==> config.mk <==
export PLATFORM = sky130hd
export DESIGN_NAME = uart_tx_arbiter
export DESIGN_NICKNAME = d
export VERILOG_FILES = /design/src/rtl/uart_tx_arbiter.sv
export SDC_FILE = /design/constraint.sdc
export NUM_CORES = 1
export LEC_CHECK = 0
export CORE_ASPECT_RATIO = 1.25
export CORE_MARGIN = 10
export CORE_UTILIZATION = 35
export CTS_CLUSTER_DIAMETER = 150
export DETAILED_ROUTE_END_ITERATION = 7
export PLACE_DENSITY = 0.8
export SLEW_MARGIN = 20
export SYNTH_ARGS = -nofsm -noshare
export SYNTH_HDL_FRONTEND = slang
export SYNTH_SLANG_ARGS = --single-unit
==> constraint.sdc <==
create_clock -name clk -period 5.31 [get_ports clk]
set_clock_uncertainty 0.1 [all_clocks]
set_input_delay 0.531 -clock clk [delete_from_list [all_inputs] [get_ports clk]]
set_output_delay 0.531 -clock clk [all_outputs]
set_load 0.01 [all_outputs]
==> src/rtl/uart_tx_arbiter.sv <==
// Round-robin arbiter that feeds one shared uart_tx serializer from NUM_REQ byte requesters.
// Define UART_ARB_STRICT_PRIO_EN to replace round-robin with fixed lowest-index priority.
module uart_tx_arbiter #(
  parameter int NUM_REQ      = 4,
  parameter int BUSY_TIMEOUT = 4
) (
  input  logic                 clk,
  input  logic                 rst,
  input  logic [NUM_REQ-1:0]   req_valid,
  output logic [NUM_REQ-1:0]   req_ready,
  input  logic [8*NUM_REQ-1:0] req_data,
  input  logic [NUM_REQ-1:0]   req_parity_en,
  input  logic [NUM_REQ-1:0]   req_even_parity,
  output logic                 tx_start,
  output logic [7:0]           data_in,
  output logic                 parity_en,
  output logic                 even_parity,
  input  logic                 tx_busy,
  output logic [NUM_REQ-1:0]   grant,
  output logic                 frame_done,
  output logic                 start_err
);

  localparam int IDXW = (NUM_REQ > 1) ? $clog2(NUM_REQ) : 1;
  localparam int CW   = $clog2(BUSY_TIMEOUT + 1);

  typedef enum logic [1:0] {IDLE, ISSUE, WAIT_BUSY, WAIT_DONE} state_t;

  state_t             state_reg;
  logic               tx_start_reg;
  logic [7:0]         data_reg;
  logic               parity_en_reg;
  logic               even_parity_reg;
  logic [NUM_REQ-1:0] grant_reg;
  logic               frame_done_reg;
  logic               start_err_reg;
  logic [CW-1:0]      cnt_reg;
  logic [CW-1:0]      cnt_next;
`ifndef UART_ARB_STRICT_PRIO_EN
  logic [IDXW-1:0]    last_reg;
`endif

  logic [7:0]         req_byte [NUM_REQ];
  logic               win_valid;
  logic [IDXW-1:0]    win_idx;
  logic [NUM_REQ-1:0] win_onehot;
  logic               accept;

  generate
    for (genvar gi = 0; gi < NUM_REQ; gi++) begin : g_byte
      assign req_byte[gi] = req_data[8*gi +: 8];
    end
  endgenerate

`ifdef UART_ARB_STRICT_PRIO_EN
  // Scan downward so the lowest valid index is the last one written.
  always_comb begin
    win_valid = 1'b0;
    win_idx   = '0;
    for (int k = NUM_REQ - 1; k >= 0; k--) begin
      if (req_valid[IDXW'(k)]) begin
        win_valid = 1'b1;
        win_idx   = IDXW'(k);
      end
    end
  end
`else
  // last_reg <= NUM_REQ-1, so a single conditional subtract performs the wrap.
  always_comb begin
    int cand;
    win_valid = 1'b0;
    win_idx   = '0;
    cand      = 0;
    for (int k = 0; k < NUM_REQ; k++) begin
      cand = int'(last_reg) + 1 + k;
      if (cand >= NUM_REQ) cand = cand - NUM_REQ;
      if (!win_valid && req_valid[IDXW'(cand)]) begin
        win_valid = 1'b1;
        win_idx   = IDXW'(cand);
      end
    end
  end
`endif

  always_comb begin
    win_onehot          = '0;
    win_onehot[win_idx] = 1'b1;
  end

  assign accept    = (state_reg == IDLE) && !rst && !tx_busy && win_valid;
  assign req_ready = accept ? win_onehot : '0;
  assign cnt_next  = cnt_reg + CW'(1);

  always_ff @(posedge clk) begin
    if (rst) begin
      state_reg       <= IDLE;
      tx_start_reg    <= 1'b0;
      data_reg        <= '0;
      parity_en_reg   <= 1'b0;
      even_parity_reg <= 1'b0;
      grant_reg       <= '0;
      frame_done_reg  <= 1'b0;
      start_err_reg   <= 1'b0;
      cnt_reg         <= '0;
`ifndef UART_ARB_STRICT_PRIO_EN
      last_reg        <= IDXW'(NUM_REQ - 1);
`endif
    end else begin
      tx_start_reg   <= 1'b0;
      frame_done_reg <= 1'b0;
      start_err_reg  <= 1'b0;
      case (state_reg)
        IDLE: begin
          if (accept) begin
            data_reg        <= req_byte[win_idx];
            parity_en_reg   <= req_parity_en[win_idx];
            even_parity_reg <= req_even_parity[win_idx];
            grant_reg       <= win_onehot;
`ifndef UART_ARB_STRICT_PRIO_EN
            last_reg        <= win_idx;
`endif
            tx_start_reg    <= 1'b1;
            state_reg       <= ISSUE;
          end
        end
        ISSUE: begin
          cnt_reg   <= '0;
          state_reg <= WAIT_BUSY;
        end
        WAIT_BUSY: begin
          if (tx_busy) begin
            state_reg <= WAIT_DONE;
          end else begin
            cnt_reg <= cnt_next;
            if (cnt_next == CW'(BUSY_TIMEOUT)) begin
              start_err_reg <= 1'b1;
              grant_reg     <= '0;
              state_reg     <= IDLE;
            end
          end
        end
        WAIT_DONE: begin
          if (!tx_busy) begin
            frame_done_reg <= 1'b1;
            grant_reg      <= '0;
            state_reg      <= IDLE;
          end
        end
        default: state_reg <= IDLE;
      endcase
    end
  end

  assign tx_start    = tx_start_reg;
  assign data_in     = data_reg;
  assign parity_en   = parity_en_reg;
  assign even_parity = even_parity_reg;
  assign grant       = grant_reg;
  assign frame_done  = frame_done_reg;
  assign start_err   = start_err_reg;

endmodule

== Word level (Yosys, flattened, before mapping) ==
Index checks and enable logic that the tools add are counted.
W data, S select, Z words.

* Add/sub/neg operators: 9
* Magnitude comparators: 11
* Eq/ne operators: 9
* Muxes and demuxes: 49
* Bitwise logic cells: 4
* Reduce and logical (&&, ||, !) cells: 22

{| class="wikitable"
|+ Operator list
! operator !! number
|-
| $mux W2 || 12
|-
| $mux W4 || 5
|-
| $mux W1 || 18
|-
| $bmux W8 S2 || 1
|-
| $lt A2 B4 Y1 const B || 4
|-
| $mux W8 || 2
|-
| $bmux W1 S2 || 6
|-
| $ge A4 B3 Y1 const B || 3
|-
| $pmux W4 S3 || 1
|-
| $add A3 B2 Y4 const B || 2
|-
| $ne A2 B2 Y1 const B || 4
|-
| $pmux W2 S4 || 1
|-
| $sub A2 B1 Y2 const B || 4
|-
| $logic_and A1 B1 Y1 || 7
|-
| $ge A3 B3 Y1 const B || 2
|-
| $pmux W3 S2 || 1
|-
| $logic_not A1 Y1 || 5
|-
| $reduce_and A5 Y1 || 1
|-
| $add A3 B1 Y4 const B || 1
|-
| $eq A2 B2 Y1 const B || 2
|-
| $reduce_and A2 Y1 || 2
|-
| $reduce_or A2 Y1 || 2
|-
| $add A2 B1 Y3 const B || 1
|-
| $add A3 B1 Y3 const B || 1
|-
| 14 further kinds || 16
|}

* Register bits: 24
* Input bits: 47
* Output and inout port bits: 21
* Word-level logic and storage cells: 114

== Longest topological paths before layout ==
Gate-level depths: netlist of the first run.

* Word-level depth: 22
* Mapped depth: 8

== Worst setup path before layout of the first run ==
Ideal clock, no wire load.

* Path kind: input to output
* From: in req_valid[1]
* To: out req_ready[1]
* Arrival: 1.738 ns
* Data required time: 4.679 ns
* Path slack: 2.941 ns
* Stages: 6
* Cells stage by stage: nor2b_1 -> nand2_1 -> and3_1 -> buf_6 -> buf_12 -> nor3_1

* Longest elaborated chain between the ends: 18

{| class="wikitable"
|+ Ends and longest elaborated chain
! item !! RTL line !! source
|-
| start, declared || 9 || <nowiki>input logic [NUM_REQ-1:0] req_valid,</nowiki>
|-
| $bmux W1 S2 || 77 || <nowiki>if (!win_valid && req_valid[IDXW'(cand)]) begin</nowiki>
|-
| $mux W1 (not written as such) (2 in series) || 77 ||
|-
| $mux W1 || 77 ||
|-
| $logic_not A1 Y1 || 77 ||
|-
| $logic_and A1 B1 Y1 || 77 ||
|-
| $mux W1 || 77 ||
|-
| $logic_not A1 Y1 || 77 ||
|-
| $logic_and A1 B1 Y1 || 77 ||
|-
| $mux W1 || 77 ||
|-
| $logic_not A1 Y1 || 77 ||
|-
| $logic_and A1 B1 Y1 || 77 ||
|-
| $mux W2 || 77 ||
|-
| $lt A2 B3 Y1 (not written as such) / $ge A2 B1 Y1 (equally long branches) || 87 || <nowiki>win_onehot[win_idx] = 1'b1;</nowiki>
|-
| $logic_and A1 B1 Y1 (not written as such) || 87 ||
|-
| $mux W1 (not written as such) || 87 ||
|-
| $demux W1 S2 || 87 ||
|-
| $mux W4 * || 91 || <nowiki>assign req_ready = accept ? win_onehot : '0;</nowiki>
|-
| end, declared || 10 || <nowiki>output logic [NUM_REQ-1:0] req_ready,</nowiki>
|}

Mark *: on every way between the ends. The rest lies on a longest branch, timed or not. The select of a mux whose other input is x is not followed.

== Worst setup path after layout of the first run ==
* From: in rst
* To: out req_ready[3]

* Longest elaborated chain between the ends: 5

{| class="wikitable"
|+ Ends and longest elaborated chain
! item !! RTL line !! source
|-
| start, declared || 8 || <nowiki>input logic rst,</nowiki>
|-
| $logic_not A1 Y1 || 90 || <nowiki>assign accept = (state_reg == IDLE) && !rst && !tx_busy && win_valid;</nowiki>
|-
| $logic_and A1 B1 Y1 (3 in series) || 90 ||
|-
| $mux W4 || 91 ||
|}

Every way passes these cells.

==> metrics.cfg, run 1 <==
[yosys]
synth_top_area_share_pct=33.2
syn_area_per_cell_um2=8.76
synth_cells=165
netlist_top_cells_area=dfxtp_1, mux2i_1, a221oi_1, ha_1, o21bai_1
ys_types=37
yosys_warnings=0
yosys.area.top_type=dfxtp_1
synth-seq-area-share_pct=33.2
synth_area_um2=1450
ys_ff_latch=24
synth_nets=219

[power]
clock_power_share_pct=18.5
p_seq_share_pct=35.4
internal-power_w=0.000431
switchingPower_w=0.000237
peakVddDrop_mv=0.126
p_per_area_nw_per_um2=307
swShare_pct=35.5
total_power_w=0.000668
p_leak_nw=0.885
comb_power_share_pct=46.1

[cts]
cts.sink_count=24
holdBufCountCts=0
tritoncts=built
cts-htree-levels=1
clk_pin_slew_ns=0.08
cts_made_buffers=3
clk_latency_ns=0.27
cts_resized=0
root_buffer=clkbuf_8
postCtsSetupRepairBufs=0
cts_buffer_depth=2

[route]
highest_layer=met4
vias_per_cell=5.24
wire_per_inst_um=16.1
first_pass_iters=4
wl_met3_um=278
wl_met1_mm=1.93
antenna_left=0
route.vias.total=1478
drc_errors=0
dr.first_iter.drc_count=76
routed_wl_mm=4.55
dr_wl_met2_mm=2.31

[grt]
grt_pass1_wl_mm=7.54
grt_max_degree=26
grt_pass1_vias=1486
grt_usage_pct=12.7
antenna_found_initial=0
grt_overflow_total=0

[setup_path]
slowest_delay_ns=0.83
required_ns=4.68
critical-path-slowest-cell=clkdlybuf4s50_1
end_kind=output pin
cp.arrival_ns=3.23
critical_path_class=in2out
crit_fanout=25
crit_path_start_kind=primary input
critPathMostFrequentCell=clkdlybuf4s50_1
path_cells=clkdlybuf4s50_1, nor3_1, nand2_2, inv_2, nand3_1, nor2_1, clkdlybuf4s50_1

[layout]
area_growth_pct=50.6
largest_reg_flops=8
drive_above_1_share_pct=3.54
diodes=0
fin_nets=281

[timing]
drv_slew=0
hold_slack_ns=0.356
finalCritPeriodShare_pct=72.6
worst_pin_slew_ns=0.933
hold_violations=0
grt_setup_unrepaired=no
period_minus_slack_ns=3.86
finalSetupTns_ns=0
slew_headroom_pct=37.8
clock.fmax_mhz=259
setup_viol=0

[floorplan]
die_width_um=77.5
dieArea_um2=7120
start_util_pct=35.8
rows=26
core_area_um2=4030
io_pins=68
die_h_um=91.8

[run]
drv_cap=0

[place]
gp_congestion=0.787
dp_hpwl_mm=3.65
port_buffers=67

[hold_path]
hold_path.class=reg2reg

[outcome]
status=finished, final reports clean

-- final timing paths --
kind	start	to	slack, ns	depth (start not counted)
worst min register to register	grant[3]	grant[3]	0.36	2
worst max-delay path	rst	req_ready[3]	1.45	7
worst min-delay path	grant[3]	grant[3]	0.36	2
worst max register to register	last_reg[1]	data_in[0]	3.00	5
-- logic make-up (layout without fill, tap and decap cells) --
| family | count (synthesis) | after routing | synth area share, % |
|---|---|---|---|
| multiplexers | 13 | 13 | 9.00 |
| AND/OR/NAND/NOR | 52 | 52 | 18.2 |
| adder cells (fa/ha/maj) | 7 | 7 | 6.06 |
| XOR/XNOR | 1 | 1 | 0.606 |
| AO/OA/AOI/OAI | 53 | 53 | 27.1 |
| flip-flops | 24 | 24 | 33.2 |
| buffers and inverters | 15 | 76 | 5.80 |
-- area by class of cell --
cell class	instances	area [um2]
well taps	56	70.1
repair buffers	67	671
fillers	391	1860
clock buffers	4	55.1
multi-input cells	126	881
inverters	5	18.8
flip-flops and latches	24	480
-- cell usage after synthesis (all sizes together) --
master  number
o31a         1
nand2       12
xor2         1
a21o         2
dfxtp       24
clkbuf       5
nor2b        3
mux2i       13
inv          5
o21a         1
nand2b       1
a221oi      10
ha           7
o21bai      11
a211oi       9
o21ai        3
a31oi        3
nor3b        2
nor4         1
a22oi        1
a311oi       1
nand4        4
nor3         4
a21boi       1
nor2        12
buf          5
and3         9
nand3        2
and2         1
or2          1
a21oi        9
a211o        1
-- worst max-delay path, delay by kind of cell --
family | cells | cell delay [ns]
buffers and inverters | 3 | 1.60
and+or+nand+nor | 4 | 1.08
-- metrics by stage --
step	cells	worst slack, ns	area, um2	utilization, %
floorplan	165	2.94	1450	-
detailed placement	278	1.45	2120	52.6
CTS	282	1.45	2180	53.9
finish	282	1.45	2180	53.9
global placement	278	1.56	2120	52.6
global route	282	1.18	2180	53.9
-- power by group through the flow --
| stage | Sequential, W | Clock (W) | Combinational [W] |
|---|---|---|---|
| after floorplan | 0.000248 | 0 | 0.000184 |
| after global placement | 0.000241 | 0 | 0.000303 |
| after detailed placement | 0.000241 | 0 | 0.000308 |
| after CTS | 0.000237 | 0.000127 | 0.000310 |
| after global routing | 0.000242 | 0.000136 | 0.000341 |
| final | 0.000237 | 0.000124 | 0.000308 |
-- cell usage in the layout (no fill, tap or decap), drive strengths merged, types with 4 or more instances in the layout --
cell / count
a211oi: 9
a21oi: 9
a221oi: 10
and3: 9
clkbuf: 4
clkdlybuf4s50: 67
dfxtp: 24
ha: 7
inv: 5
mux2i: 13
nand2: 12
nand4: 4
nor2: 12
nor3: 4
o21bai: 11
-- routing by layer --
metal | vias to the layer above | track usage (%)
met2 | 58 | 23.5
met4 | 0 | 2.29
met5 | - | 0
li1 | 740 | -
met1 | 675 | 14.4
met3 | 5 | 3.22
Note: power is estimated with default switching activity, not from simulation.
==> run 2: changes to the inputs <==
- clock period: 5.31 -> 3.6 ns (I/O delays scaled with it)
==> run 2 against run 1 <==
  * Clock power is 49% higher
  * Critical path depth grew 1
  * Utilization rose by 0.74 points
  * Worst setup slack got worse by 1.0 ns
  * Power increased by 50%
  * Die area is the same
  * Register-to-register slack got worse by 1.5 ns
  * Combinational power rose by 53%
  * Non-clock buffer count is 4 higher
  * First-iteration DRC count rose by 25%
  * Largest cell class unchanged
==> metrics.cfg, run 2 (synthesis results as in run 1) <==
[timing]
worst_pin_slew_ns=0.727
slew_headroom_pct=51.4
finalCritPeriodShare_pct=87.6
clock.fmax_mhz=317
finalSetupTns_ns=0
period_minus_slack_ns=3.15
drv_slew=0
setup_viol=0
hold_violations=0
grt_setup_unrepaired=no

[setup_path]
rr_worst_depth=7
crit_path_start_kind=primary input
slowest_delay_ns=0.56
required_ns=3.14
r2r-end=even_parity
path_cells=clkdlybuf4s50_1, nor4_1, nor3_1, nand2_2, inv_2, nand3_1, nor2_1, clkdlybuf4s50_1
critPathTopFamily=buffers and inverters
cp.arrival_ns=2.69
r2r_slack_ns=1.55
critPathMostFrequentCell=clkdlybuf4s50_1
crit_fanout=12
critical_path_class=in2out
critical-path-slowest-cell=clkdlybuf4s50_1
r2r_start=state_reg[0]
end_kind=output pin
crit_buf_inv=3

[cts]
cts_made_buffers=3
root_buffer=clkbuf_8
cts_buffer_depth=2
clk_pin_slew_ns=0.09
clk_latency_ns=0.27
cts.sink_count=24
tritoncts=built
postCtsSetupRepairBufs=0
holdBufCountCts=0
cts_resized=0
cts-htree-levels=1

[floorplan]
core_area_um2=4030
start_util_pct=35.8
die_width_um=77.5
rows=26
die_h_um=91.8
dieArea_um2=7120
io_pins=68

[layout]
final_util_pct=54.7
fin_nets=285
area_growth_pct=52.6
nFillCells=403
multi_input_area_um2=881
largest_reg_flops=8
drive_above_1_share_pct=5.22
layout_commonest_cell=clkdlybuf4s50_1
diodes=0
seq_area_um2=480
final_cell_mix=clkdlybuf4s50_1, dfxtp_1, mux2i_1, nor2_1, nand2_1

[hold_path]
min_from=grant[3]
hold_path.class=reg2reg
hold_end=grant[3]
holdPathStages=2

[power]
comb_power_share_pct=46.8
switchingPower_w=0.000361
clock_power_share_pct=18.4
internal-power_w=0.000643
swShare_pct=36.0
p_per_area_nw_per_um2=455
peakVddDrop_mv=0.228
p_seq_share_pct=34.8
p_leak_nw=0.904

[route]
wire_per_inst_um=16.4
first_pass_iters=4
antenna_left=0
vias_per_cell=5.21
dr.first_iter.drc_count=95
routed_wl_mm=4.68
route.vias.total=1490
drc_errors=0

[grt]
grt_usage_pct=13.1
antenna_found_initial=0
grt_pass1_vias=1507
grt_pass1_wl_mm=7.78
grt_max_degree=25
grt_overflow_total=0

[place]
gp_congestion=0.903
port_buffers=67
dp_hpwl_mm=3.76

[outcome]
status=finished, final reports clean

[run]
drv_cap=0

-- run 2: worst register-to-register path, cell delays in order, from the launching register on --
cell and delay (ns):
dfxtp_1 0.35, inv_1 0.12, ha_1 0.19, nand2_2 0.11
inv_2 0.21, nand3_1 0.35, a221oi_1 0.36, a211oi_1 0.10
-- run 2: routing by layer --
metal | GRT usage, % | routed length (um) | vias to the layer above
met5 | 0 | 0 | -
met4 | 2.74 | 34 | 0
met3 | 2.44 | 290 | 4
met2 | 23.6 | 2370 | 49
met1 | 15.6 | 1990 | 685
li1 | - | - | 752
-- run 2: final cells by class --
type,count,share of cell area (%)
inverter,5,0.851
tap,56,3.18
timing repair buffer,71,31.8
sequential,24,21.8
multi-input combinational,126,39.9
clock buffer,4,2.50
-- run 2: worst max-delay path by stage --
stage,start,to,cells past startpoint
after floorplan,req_valid[1],req_ready[1],6
after global placement,req_valid[0],req_ready[3],8
after detailed placement,req_valid[0],req_ready[3],8
after CTS,req_valid[0],req_ready[3],8
after global routing,req_valid[0],req_ready[2],8
final,req_valid[0],req_ready[2],8
-- run 2: through the flow --
step                      cell area, um2  worst slack [ns]  total power, W  instances  hold WS (ns)
after CTS                           2210             0.480         0.00101        286         0.366
after global placement              2150             0.524        0.000811        282         0.348
final                               2210             0.447         0.00100        286         0.363
after detailed placement            2150             0.501        0.000825        282         0.353
after global routing                2210             0.290         0.00108        286         0.398
after floorplan                     1450              1.57        0.000638        165         0.376
-- run 2: power groups by stage --
stage | registers (W) | clock network, W | logic (W)
2_1_floorplan | 0.000366 | 0 | 0.000272
3_3_place_gp | 0.000355 | 0 | 0.000456
3_5_place_dp | 0.000357 | 0 | 0.000468
4_1_cts | 0.000350 | 0.000188 | 0.000473
5_1_grt | 0.000358 | 0.000199 | 0.000520
6_report | 0.000350 | 0.000185 | 0.000470
==> run 3: changes to the inputs <==
- GPL_ROUTABILITY_DRIVEN: unset -> 0
- PLACE_DENSITY: 0.8 -> 0.7
- SLEW_MARGIN: 20 -> 5
==> run 3 against run 2 <==
  * Via count is 2.1% lower
  * Power about the same
  * Die area is the same
  * Largest cell class unchanged
  * Count of clock-buffer cells in the layout unchanged
  * Register-to-register slack about the same
  * Clock power barely moved
  * Critical endpoint is now req_ready[3]
==> metrics.cfg, run 3 (synthesis results as in run 1) <==
[timing]
drv_slew=0
slew_headroom_pct=47.3
setup_viol=0
worst_pin_slew_ns=0.788
finalSetupTns_ns=0
hold_violations=0
clock.fmax_mhz=323
period_minus_slack_ns=3.09
worst_slack_ns=0.508
finalCritPeriodShare_pct=85.9
grt_setup_unrepaired=no

[grt]
grt_usage_pct=13.0
grt_pass1_vias=1583
grt_overflow_total=0
grt_pass1_wl_mm=7.71
antenna_found_initial=0
grt_max_degree=25

[floorplan]
dieArea_um2=7120
rows=26
die_width_um=77.5
die_h_um=91.8
core_area_um2=4030
io_pins=68
start_util_pct=35.8

[setup_path]
cp.arrival_ns=2.63
critical_path_class=in2out
setup.worst_path.end=req_ready[3]
critical-path-slowest-cell=clkdlybuf4s50_1
r2r_start=state_reg[0]
crit_fanout=12
end_kind=output pin
slowest_delay_ns=0.55
r2r_slack_ns=1.55
crit_start=req_valid[3]
critPathMostFrequentCell=clkdlybuf4s50_1
crit_path_start_kind=primary input
r2r-end=parity_en
rr_worst_depth=7
required_ns=3.14
path_cells=clkdlybuf4s50_1, nor4_1, nor3_1, nand2_2, inv_2, nand3_1, nor2_1, clkdlybuf4s50_1

[layout]
multi_input_area_um2=881
finalNonFillerCells=286
drive_above_1_share_pct=5.22
nFillCells=414
fin_nets=285
largest_reg_flops=8
area_growth_pct=52.6
seq_area_um2=480
final_cell_mix=clkdlybuf4s50_1, dfxtp_1, mux2i_1, nor2_1, nand2_1
diodes=0
layout_commonest_cell=clkdlybuf4s50_1

[power]
p_per_area_nw_per_um2=455
p_leak_nw=0.904
peakVddDrop_mv=0.235

[cts]
clk_pin_slew_ns=0.08
clk_latency_ns=0.27
root_buffer=clkbuf_8
holdBufCountCts=0
cts_resized=0
cts_made_buffers=3
cts_buffer_depth=2
cts-htree-levels=1
postCtsSetupRepairBufs=0
cts.sink_count=24
tritoncts=built

[place]
pre_cts_slack_ns=0.513
dp_hpwl_mm=3.75
port_buffers=67
place_inst=282

[route]
routed_wl_mm=4.59
antenna_left=0
route.vias.total=1458
first_pass_iters=4
drc_errors=0
wire_per_inst_um=16.0
dr.first_iter.drc_count=58
vias_per_cell=5.10

[outcome]
status=finished, final reports clean

[hold_path]
hold_path.class=reg2reg

[run]
drv_cap=0

## run 3: cell counts in the layout (fill, tap and decap cells not counted)
Identical to the previous run, type by type.
## run 3: cell type report
type                       count  area share (%)
multi-input combinational    126            39.9
tap                           56            3.18
timing repair buffer          71            31.8
clock buffer                   4            2.50
sequential                    24            21.8
inverter                       5           0.851
## run 3: metal layers
layer / GRT usage, % / up-vias / wire [um]
met5: 0 / - / 0
met2: 23.0 / 53 / 2330
met4: 2.74 / 0 / 48
met3: 2.54 / 6 / 192
li1: - / 750 / -
met1: 15.8 / 649 / 2010
## run 3: through the flow
step | hold WS (ns) | util [%] | total power [W] | instance area [um2]
after global placement | 0.348 | 53.3 | 0.000825 | 2150
after detailed placement | 0.351 | 53.3 | 0.000832 | 2150
after floorplan | 0.376 | - | 0.000638 | 1450
final | 0.359 | 54.7 | 0.00100 | 2210
after CTS | 0.363 | 54.7 | 0.00102 | 2210
after global routing | 0.402 | 54.7 | 0.00109 | 2210
## run 3: critical path, delay by kind of cell
kind                   cells  cell delay (ns)
buffers and inverters      3             1.30
AND/OR/NAND/NOR            5             0.96
## run 3: how the worst min path moves through the flow
stage | start | endpoint | slack [ns] | depth (start not counted)
2_1_floorplan | grant[2] | grant[2] | 0.38 | 2
3_3_place_gp | grant[3] | grant[3] | 0.35 | 2
3_5_place_dp | grant[3] | grant[3] | 0.35 | 2
4_1_cts | grant[3] | grant[3] | 0.36 | 2
5_1_grt | grant[0] | grant[0] | 0.40 | 2
6_report | grant[3] | grant[3] | 0.36 | 2
## run 3: where the power goes
part,switching [W],internal (W)
Sequential,0.0000358,0.000315
Clock,0.0000861,0.0000977
Combinational,0.000238,0.000232
Total,0.000360,0.000644
